$ cat config.mk
export PLATFORM = sky130hd
export DESIGN_NAME = pipeline_ctrl
export DESIGN_NICKNAME = d
export VERILOG_FILES = /design/src/rtl/cpu_types_pkg.sv /design/src/rtl/pipe_perf_counters.sv /design/src/rtl/pipeline_ctrl.sv
export SDC_FILE = /design/constraint.sdc
export NUM_CORES = 1
export LEC_CHECK = 0
export ABC_AREA = 1
export CAP_MARGIN = 10
export CELL_PAD_IN_SITES_DETAIL_PLACEMENT = 1
export CELL_PAD_IN_SITES_GLOBAL_PLACEMENT = 1
export CORE_AREA = 2 2 39 41
export DETAILED_ROUTE_END_ITERATION = 8
export DIE_AREA = 0 0 41 43
export PLACE_DENSITY = 0.68
export REMOVE_ABC_BUFFERS = 1
export SETUP_SLACK_MARGIN = 0.15
export SYNTH_ARGS = -nofsm -noshare
export SYNTH_HDL_FRONTEND = slang
export SYNTH_SLANG_ARGS = --single-unit
$ cat constraint.sdc
create_clock -name CLK -period 0.93 [get_ports CLK]
set_input_delay 0.1395 -clock CLK [delete_from_list [all_inputs] [get_ports CLK]]
set_output_delay 0.1395 -clock CLK [all_outputs]
set_load 0.02 [all_outputs]
$ cat src/rtl/cpu_types_pkg.sv
// Shared pipeline-control types: state encoding, data word and the bundle of
// latch enables/flushes produced by pipeline_ctrl.
package cpu_types_pkg;

   typedef logic [31:0] word_t;

   typedef enum logic [1:0] {
      RUN     = 2'd0,
      HALTING = 2'd1,
      HALTED  = 2'd2
   } pipe_state_t;

   typedef struct packed {
      logic pc_en;
      logic ifid_en;
      logic idex_en;
      logic exmem_en;
      logic memwb_en;
      logic ifid_flush;
      logic idex_flush;
   } pipe_ctrl_t;

   localparam pipe_ctrl_t CTRL_HOLD    = '0;
   localparam pipe_ctrl_t CTRL_ADVANCE = '{pc_en: 1'b1, ifid_en: 1'b1, idex_en: 1'b1,
                                           exmem_en: 1'b1, memwb_en: 1'b1,
                                           ifid_flush: 1'b0, idex_flush: 1'b0};

   // Inserts a bubble into ID/EX while freezing PC and IF/ID; used for
   // load-use stalls and for a redirect that has no fetched target yet.
   function automatic pipe_ctrl_t bubble_idex();
      pipe_ctrl_t c;
      c            = CTRL_HOLD;
      c.idex_flush = 1'b1;
      c.exmem_en   = 1'b1;
      c.memwb_en   = 1'b1;
      return c;
   endfunction

   // Inserts a bubble into IF/ID; pc_en selects whether a new PC is taken.
   function automatic pipe_ctrl_t bubble_ifid(input logic load_pc);
      pipe_ctrl_t c;
      c            = CTRL_ADVANCE;
      c.pc_en      = load_pc;
      c.ifid_en    = 1'b0;
      c.ifid_flush = 1'b1;
      return c;
   endfunction

endpackage

$ cat src/rtl/pipe_perf_counters.sv
// Pipeline performance counters (cycles, stalls, flushes); the whole module
// exists only when PIPE_PERF_EN is defined.
`ifdef PIPE_PERF_EN
module pipe_perf_counters
   import cpu_types_pkg::*;
(
   input  logic        CLK,
   input  logic        nRST,
   input  logic        cnt_en,
   input  logic        stall_inc,
   input  logic        flush_inc,
   output logic [31:0] cycle_cnt,
   output logic [31:0] stall_cnt,
   output logic [31:0] flush_cnt
);

   word_t cycle_q, stall_q, flush_q;

   // Counters wrap naturally at 2^32; cnt_en low freezes all three.
   always_ff @(posedge CLK) begin
      if (!nRST) begin
         cycle_q <= '0;
         stall_q <= '0;
         flush_q <= '0;
      end else if (cnt_en) begin
         cycle_q <= cycle_q + 32'd1;
         if (stall_inc) stall_q <= stall_q + 32'd1;
         if (flush_inc) flush_q <= flush_q + 32'd1;
      end
   end

   assign cycle_cnt = cycle_q;
   assign stall_cnt = stall_q;
   assign flush_cnt = flush_q;

endmodule
`endif

$ cat src/rtl/pipeline_ctrl.sv
// Pipeline stall/flush/halt controller for the 5-stage datapath.
// Optional performance counters are compiled in with PIPE_PERF_EN.
//
// state   | meaning
// RUN     | normal operation, stall/flush priority resolved each cycle
// HALTING | HALT retired through MEM/WB, pipeline frozen for one cycle
// HALTED  | everything frozen, halt=1 until reset
module pipeline_ctrl
   import cpu_types_pkg::*;
(
   input  logic        CLK,
   input  logic        nRST,
   input  logic        ihit,
   input  logic        dhit,
   input  logic        mem_dreq,
   input  logic        hazard,
   input  logic        redirect,
   input  logic        mem_halt,
   output logic        pc_en,
   output logic        ifid_en,
   output logic        idex_en,
   output logic        exmem_en,
   output logic        memwb_en,
   output logic        ifid_flush,
   output logic        idex_flush,
   output logic        halt
`ifdef PIPE_PERF_EN
   ,
   output logic [31:0] cycle_cnt,
   output logic [31:0] stall_cnt,
   output logic [31:0] flush_cnt
`endif
);

   pipe_state_t state, state_nxt, state_eff;
   pipe_ctrl_t  ctrl;
   logic        dmem_stall;

   always_ff @(posedge CLK) begin
      if (!nRST) state <= RUN;
      else       state <= state_nxt;
   end

   // Reset is synchronous, so outputs during reset must already look like RUN.
   assign state_eff  = nRST ? state : RUN;
   assign dmem_stall = mem_dreq && !dhit;

   always_comb begin
      ctrl      = CTRL_HOLD;
      state_nxt = state_eff;
      halt      = 1'b0;
      unique case (state_eff)
         RUN: begin
            if (dmem_stall) begin
               ctrl = CTRL_HOLD;
            end else if (mem_halt) begin
               ctrl.memwb_en = 1'b1;
               state_nxt     = HALTING;
            end else if (hazard || (redirect && !ihit)) begin
               ctrl = bubble_idex();
            end else if (redirect) begin
               ctrl = bubble_ifid(1'b1);
            end else if (!ihit) begin
               ctrl = bubble_ifid(1'b0);
            end else begin
               ctrl = CTRL_ADVANCE;
            end
         end
         HALTING: state_nxt = HALTED;
         HALTED:  halt      = 1'b1;
         default: state_nxt = RUN;
      endcase
   end

   assign pc_en      = ctrl.pc_en;
   assign ifid_en    = ctrl.ifid_en;
   assign idex_en    = ctrl.idex_en;
   assign exmem_en   = ctrl.exmem_en;
   assign memwb_en   = ctrl.memwb_en;
   assign ifid_flush = ctrl.ifid_flush;
   assign idex_flush = ctrl.idex_flush;

`ifdef PIPE_PERF_EN
   pipe_perf_counters u_perf (
      .CLK       (CLK),
      .nRST      (nRST),
      .cnt_en    (state_eff != HALTED),
      .stall_inc ((state_eff == RUN) && !ctrl.pc_en),
      .flush_inc (ctrl.ifid_flush || ctrl.idex_flush),
      .cycle_cnt (cycle_cnt),
      .stall_cnt (stall_cnt),
      .flush_cnt (flush_cnt)
   );
`endif

endmodule
; ---- After elaboration in Yosys (flattened, before gate mapping)
; Index checks and enable logic that the tools add are counted.
[op_classes]
eq_ne = 2
mux = 13
reduce_logical = 6
[op_table]
columns = operator, count
row1 = 7-bit 2-to-1 mux, 5
row2 = 2-bit 2-to-1 mux, 4
row3 = 2-bit one-hot mux with 3 select lines, 1
row4 = 4-bit 2-to-1 mux, 1
row5 = 2-bit by 1-bit == test with 1-bit output (second input constant), 1
row6 = 2-bit == test (second input constant), 1
row7 = 1-bit logical AND, 2
row8 = 1-bit zero test, 2
row9 = 2-bit zero test, 1
row10 = 1-bit 2-to-1 mux, 2
row11 = 1-bit logical OR, 1
[word_totals]
ff_bits = 2

; ---- Logic depth before layout (Yosys ltp)
[logic_depth]
ltp_word = 7
ltp_mapped = 6
mapped_depth_nobuf = 6

; ---- Worst setup path before layout
; Ideal clock, no wire load.
[synth_path]
path_kind = register -> output
from = reg state[0]
to = out idex_flush
arrival_ns = 1.101
required_time_ns = 0.791
slack_ns = -0.311
path_stages_with_launch = 5
path_buffers = 0
path_cell_list = dfxtp_1 nand2_1 ha_1 nand3b_4 a21oi_1
[synth_between]
elab_chain_len = 3
[synth_lines]
columns = element, line
row1 = start: declaration, pipeline_ctrl.sv:35  ; pipe_state_t state, state_nxt, state_eff;
row2 = start signal: assignment, pipeline_ctrl.sv:41  ; else state <= state_nxt;
row3 = 2-bit 2-to-1 mux, pipeline_ctrl.sv:45  ; assign state_eff = nRST ? state : RUN;
row4 = 2-bit zero test, pipeline_ctrl.sv:52  ; unique case (state_eff)
row5 = 7-bit 2-to-1 mux, pipeline_ctrl.sv:52
row6 = end: declaration, pipeline_ctrl.sv:25  ; output logic idex_flush,
; No other way between the ends.

; ---- Worst setup path in the final report
[layout_path]
from = reg state[0]
to = out ifid_flush
[layout_between]
elab_chain_len = 3
[layout_lines]
columns = element, line
row1 = 2-bit 2-to-1 mux, pipeline_ctrl.sv:45
row2 = 2-bit zero test, pipeline_ctrl.sv:52
row3 = 7-bit 2-to-1 mux, pipeline_ctrl.sv:52
row4 = end: declaration, pipeline_ctrl.sv:24  ; output logic ifid_flush,
; No other way between the ends.

==> impl_metrics.py <==
metrics = {
    "route": {
        "first_pass_iters": 2,
        "dr_total_vias": 289,
        "routed_wl_microns": 755,
        "viasPerCell": 3.91,
        "drc_errors": 0,
        "drtIter0Drc": 1,
        "postRouteAntennaNets": 0,
        "routedWlPerCell_microns": 10.2,
    },
    "clocking": {
        "htree_levels": 1,
        "insertion_delay_ns": 0.22,
        "cts.clk_slew.worst_paths_ns": 0.03,
        "cts_tree": "built",
        "numCtsBuffers": 3,
        "root_buffer": "clkbuf_4",
        "cts.sinks": 2,
        "cts-hold-fix-buffers": 0,
        "clockBufferDepth": 2,
    },
    "synth": {
        "seq_area_frac_synth": 0.195,
        "syn_inst": 33,
        "avgSynthCellArea_sq_um": 6.22,
        "netlist.area_leader.share": 0.195,
        "dominantRegCellSynth": "dfxtp_1",
        "yosysTopAreaCell": "dfxtp_1",
        "async_flop_share": 0,
        "syn-cell-area_sq_um": 205,
        "yosysUniqueCellTypes": 11,
        "synth_edf_count": 0,
        "synth_common_cells": "7 x nand2_1, 7 x nor2_1, 6 x inv_1",
        "yosysWarnings": 0,
        "synth_area_leaders": "dfxtp_1 20%, nand2_1 13%, nor2_1 13%",
        "synth-seq-cells": 2,
    },
    "placed_design": {
        "place_ws_ns": -1.08,
        "hpwlAfterDp_microns": 494,
        "gp_congestion": 0.706,
        "numPortBuffers": 15,
    },
    "setup_path": {
        "ff2ff_setup_slack_ns": -0.25,
        "endpoint_kind": "primary output",
        "cp_slowest_stage_delay_ns": 0.31,
        "crit_family": "simple AND/OR/NAND/NOR gates",
        "crit_start": "state[0]",
        "worstReg2RegEnd": "state[1]",
        "cp_cell_sequence": "nand2_2, ha_4, nand3b_4, nor3_2, buf_4",
        "worst_r2r_startpoint": "state[0]",
        "r2r_cells": 8,
        "start_kind": "register",
        "crit_fanout": 6,
        "crit_type": "reg2out",
        "crit_required_ns": 0.79,
        "worst-path-buf-inv": 1,
        "cp_slowest_cell": "dfxtp_2",
        "cp.arrival_ns": 1.18,
    },
    "timing": {
        "hold_violations": 0,
        "setup_slack_ns": -0.392,
        "max_freq_mhz": 757,
        "rsz0062_at_grt": "yes",
        "slew_headroom": 0.835,
        "final.min_clock_period_ns": 1.32,
        "maxSlewViolCount": 0,
        "setup_viol": 10,
        "whs_ns": 0.410,
        "clock_skew_ns": 0.000605,
        "worst_pin_slew_ns": 0.247,
        "period_share": 1.42,
    },
    "layout": {
        "final_nets": 69,
        "drive_above_1_share": 0.655,
        "syn2layout_area_growth_pct": 146,
        "top_regs": "state: 2 flops",
        "largest_register_ff_count": 2,
        "regMostFlops": "state",
        "antennaDiodeCount": 0,
    },
    "min_path": {
        "min_path_type": "in2reg",
        "min_from": "nRST",
        "hold_depth": 3,
        "hold_end": "state[1]",
    },
    "floorplan": {
        "core_area_sq_um": 1380,
        "ios": 16,
        "dieHeight_microns": 43,
        "die_area_sq_um": 1760,
        "initial_core_util": 0.148,
        "floorplan.rows": 14,
        "die-width_microns": 41,
    },
    "status": {
        "violations": "negative setup slack",
        "status": "finished, violations left",
    },
    "power": {
        "leakagePower_nw": 0.257,
        "max-vdd-ir-drop_mv": 0.619,
        "powerDensity_nw_per_um2": 989,
    },
    "global_route": {
        "grt_usage": 0.0952,
        "grt_first_pass_wirelength_microns": 1160,
        "first_global_vias": 298,
        "antenna_found_initial": 0,
        "grt_max_degree": 7,
        "grt_overflow": 0,
    },
    "job": {
        "drv_cap": 0,
    },
}
## kinds of logic after synthesis
group | Yosys count | synth area share
DFF | 2 | 0.195
adders and majority gates | 1 | 0.0610
buffers and inverters | 7 | 0.128
and+or+nand+nor | 20 | 0.543
AOI/OAI and AO/OA | 3 | 0.0731
## report_power, final
part           internal, mW  switching, mW  leakage [nW]
clock network         0.142         0.0467        0.0138
registers            0.0934        0.00364        0.0172
logic                 0.106          0.106         0.226
total                 0.342          0.156         0.257
## per-stage QoR
step,cell area (sq um),std cells,power [mW],util,TNS [ns]
2_1_floorplan,205,33,0.180,-,-1.62
3_3_place_gp,413,69,0.273,0.298,-8.70
3_5_place_dp,413,69,0.275,0.298,-8.77
4_1_cts,479,75,0.501,0.346,-3.28
5_1_grt,504,74,0.532,0.364,-3.59
6_report,504,74,0.499,0.364,-2.99
## worst reg2reg max path, stage by stage, from the launching register on
cell,delay (ns)
dfxtp_2,0.31
nand2_2,0.09
ha_4,0.15
buf_4,0.12
inv_2,0.03
buf_4,0.13
nor2_4,0.10
nand2_2,0.06
a21oi_2,0.13
## cell usage in the layout (no fill, tap or decap)
cell / instances
a21oi_2: 2
buf_4: 11
buf_6: 4
clkbuf_4: 3
clkdlybuf4s50_1: 5
dfxtp_2: 2
dlygate4sd2_1: 2
ha_4: 1
inv_1: 6
inv_2: 1
nand2_1: 3
nand2_2: 6
nand2_4: 1
nand3b_4: 1
nor2_1: 4
nor2_2: 2
nor2_4: 1
nor3_2: 2
o21ai_4: 1
## layout make-up
| type | instances | area, sq um |
|---|---|---|
| Fill cell | 188 | 880 |
| Inverter | 7 | 26.3 |
| Multi-Input combinational cell | 24 | 198 |
| Sequential cell | 2 | 42.5 |
| Timing Repair Buffer | 22 | 195 |
| Clock buffer | 3 | 22.5 |
| Tap cell | 16 | 20.0 |
## how the worst max path moves through the flow
stage                             to  cells after the start  slack (ns)
final                     ifid_flush                      5       -0.39
after global routing      ifid_flush                      5       -0.48
after CTS                 ifid_flush                      5       -0.41
after detailed placement  idex_flush                      6       -1.08
after global placement    idex_flush                      6       -1.07
after floorplan           idex_flush                      4       -0.31
## repair_timing
item | 4_1_cts | 5_1_grt
pin swaps | 3 | 5
resized for setup | 53 | 10
endpoints found under the setup margin | 10 | 10
cloned | 0 | 0
setup buffers | 3 | 0
## routing by layer
layer  share of wire  vias to the layer above  GRT usage
met5               0                        -          0
met4               0                        0     0.0600
met3           0.073                        0          0
met2            0.53                       13      0.156
met1            0.39                      126      0.115
li1                -                      150          -
Note: power is estimated with default switching activity, not from simulation.
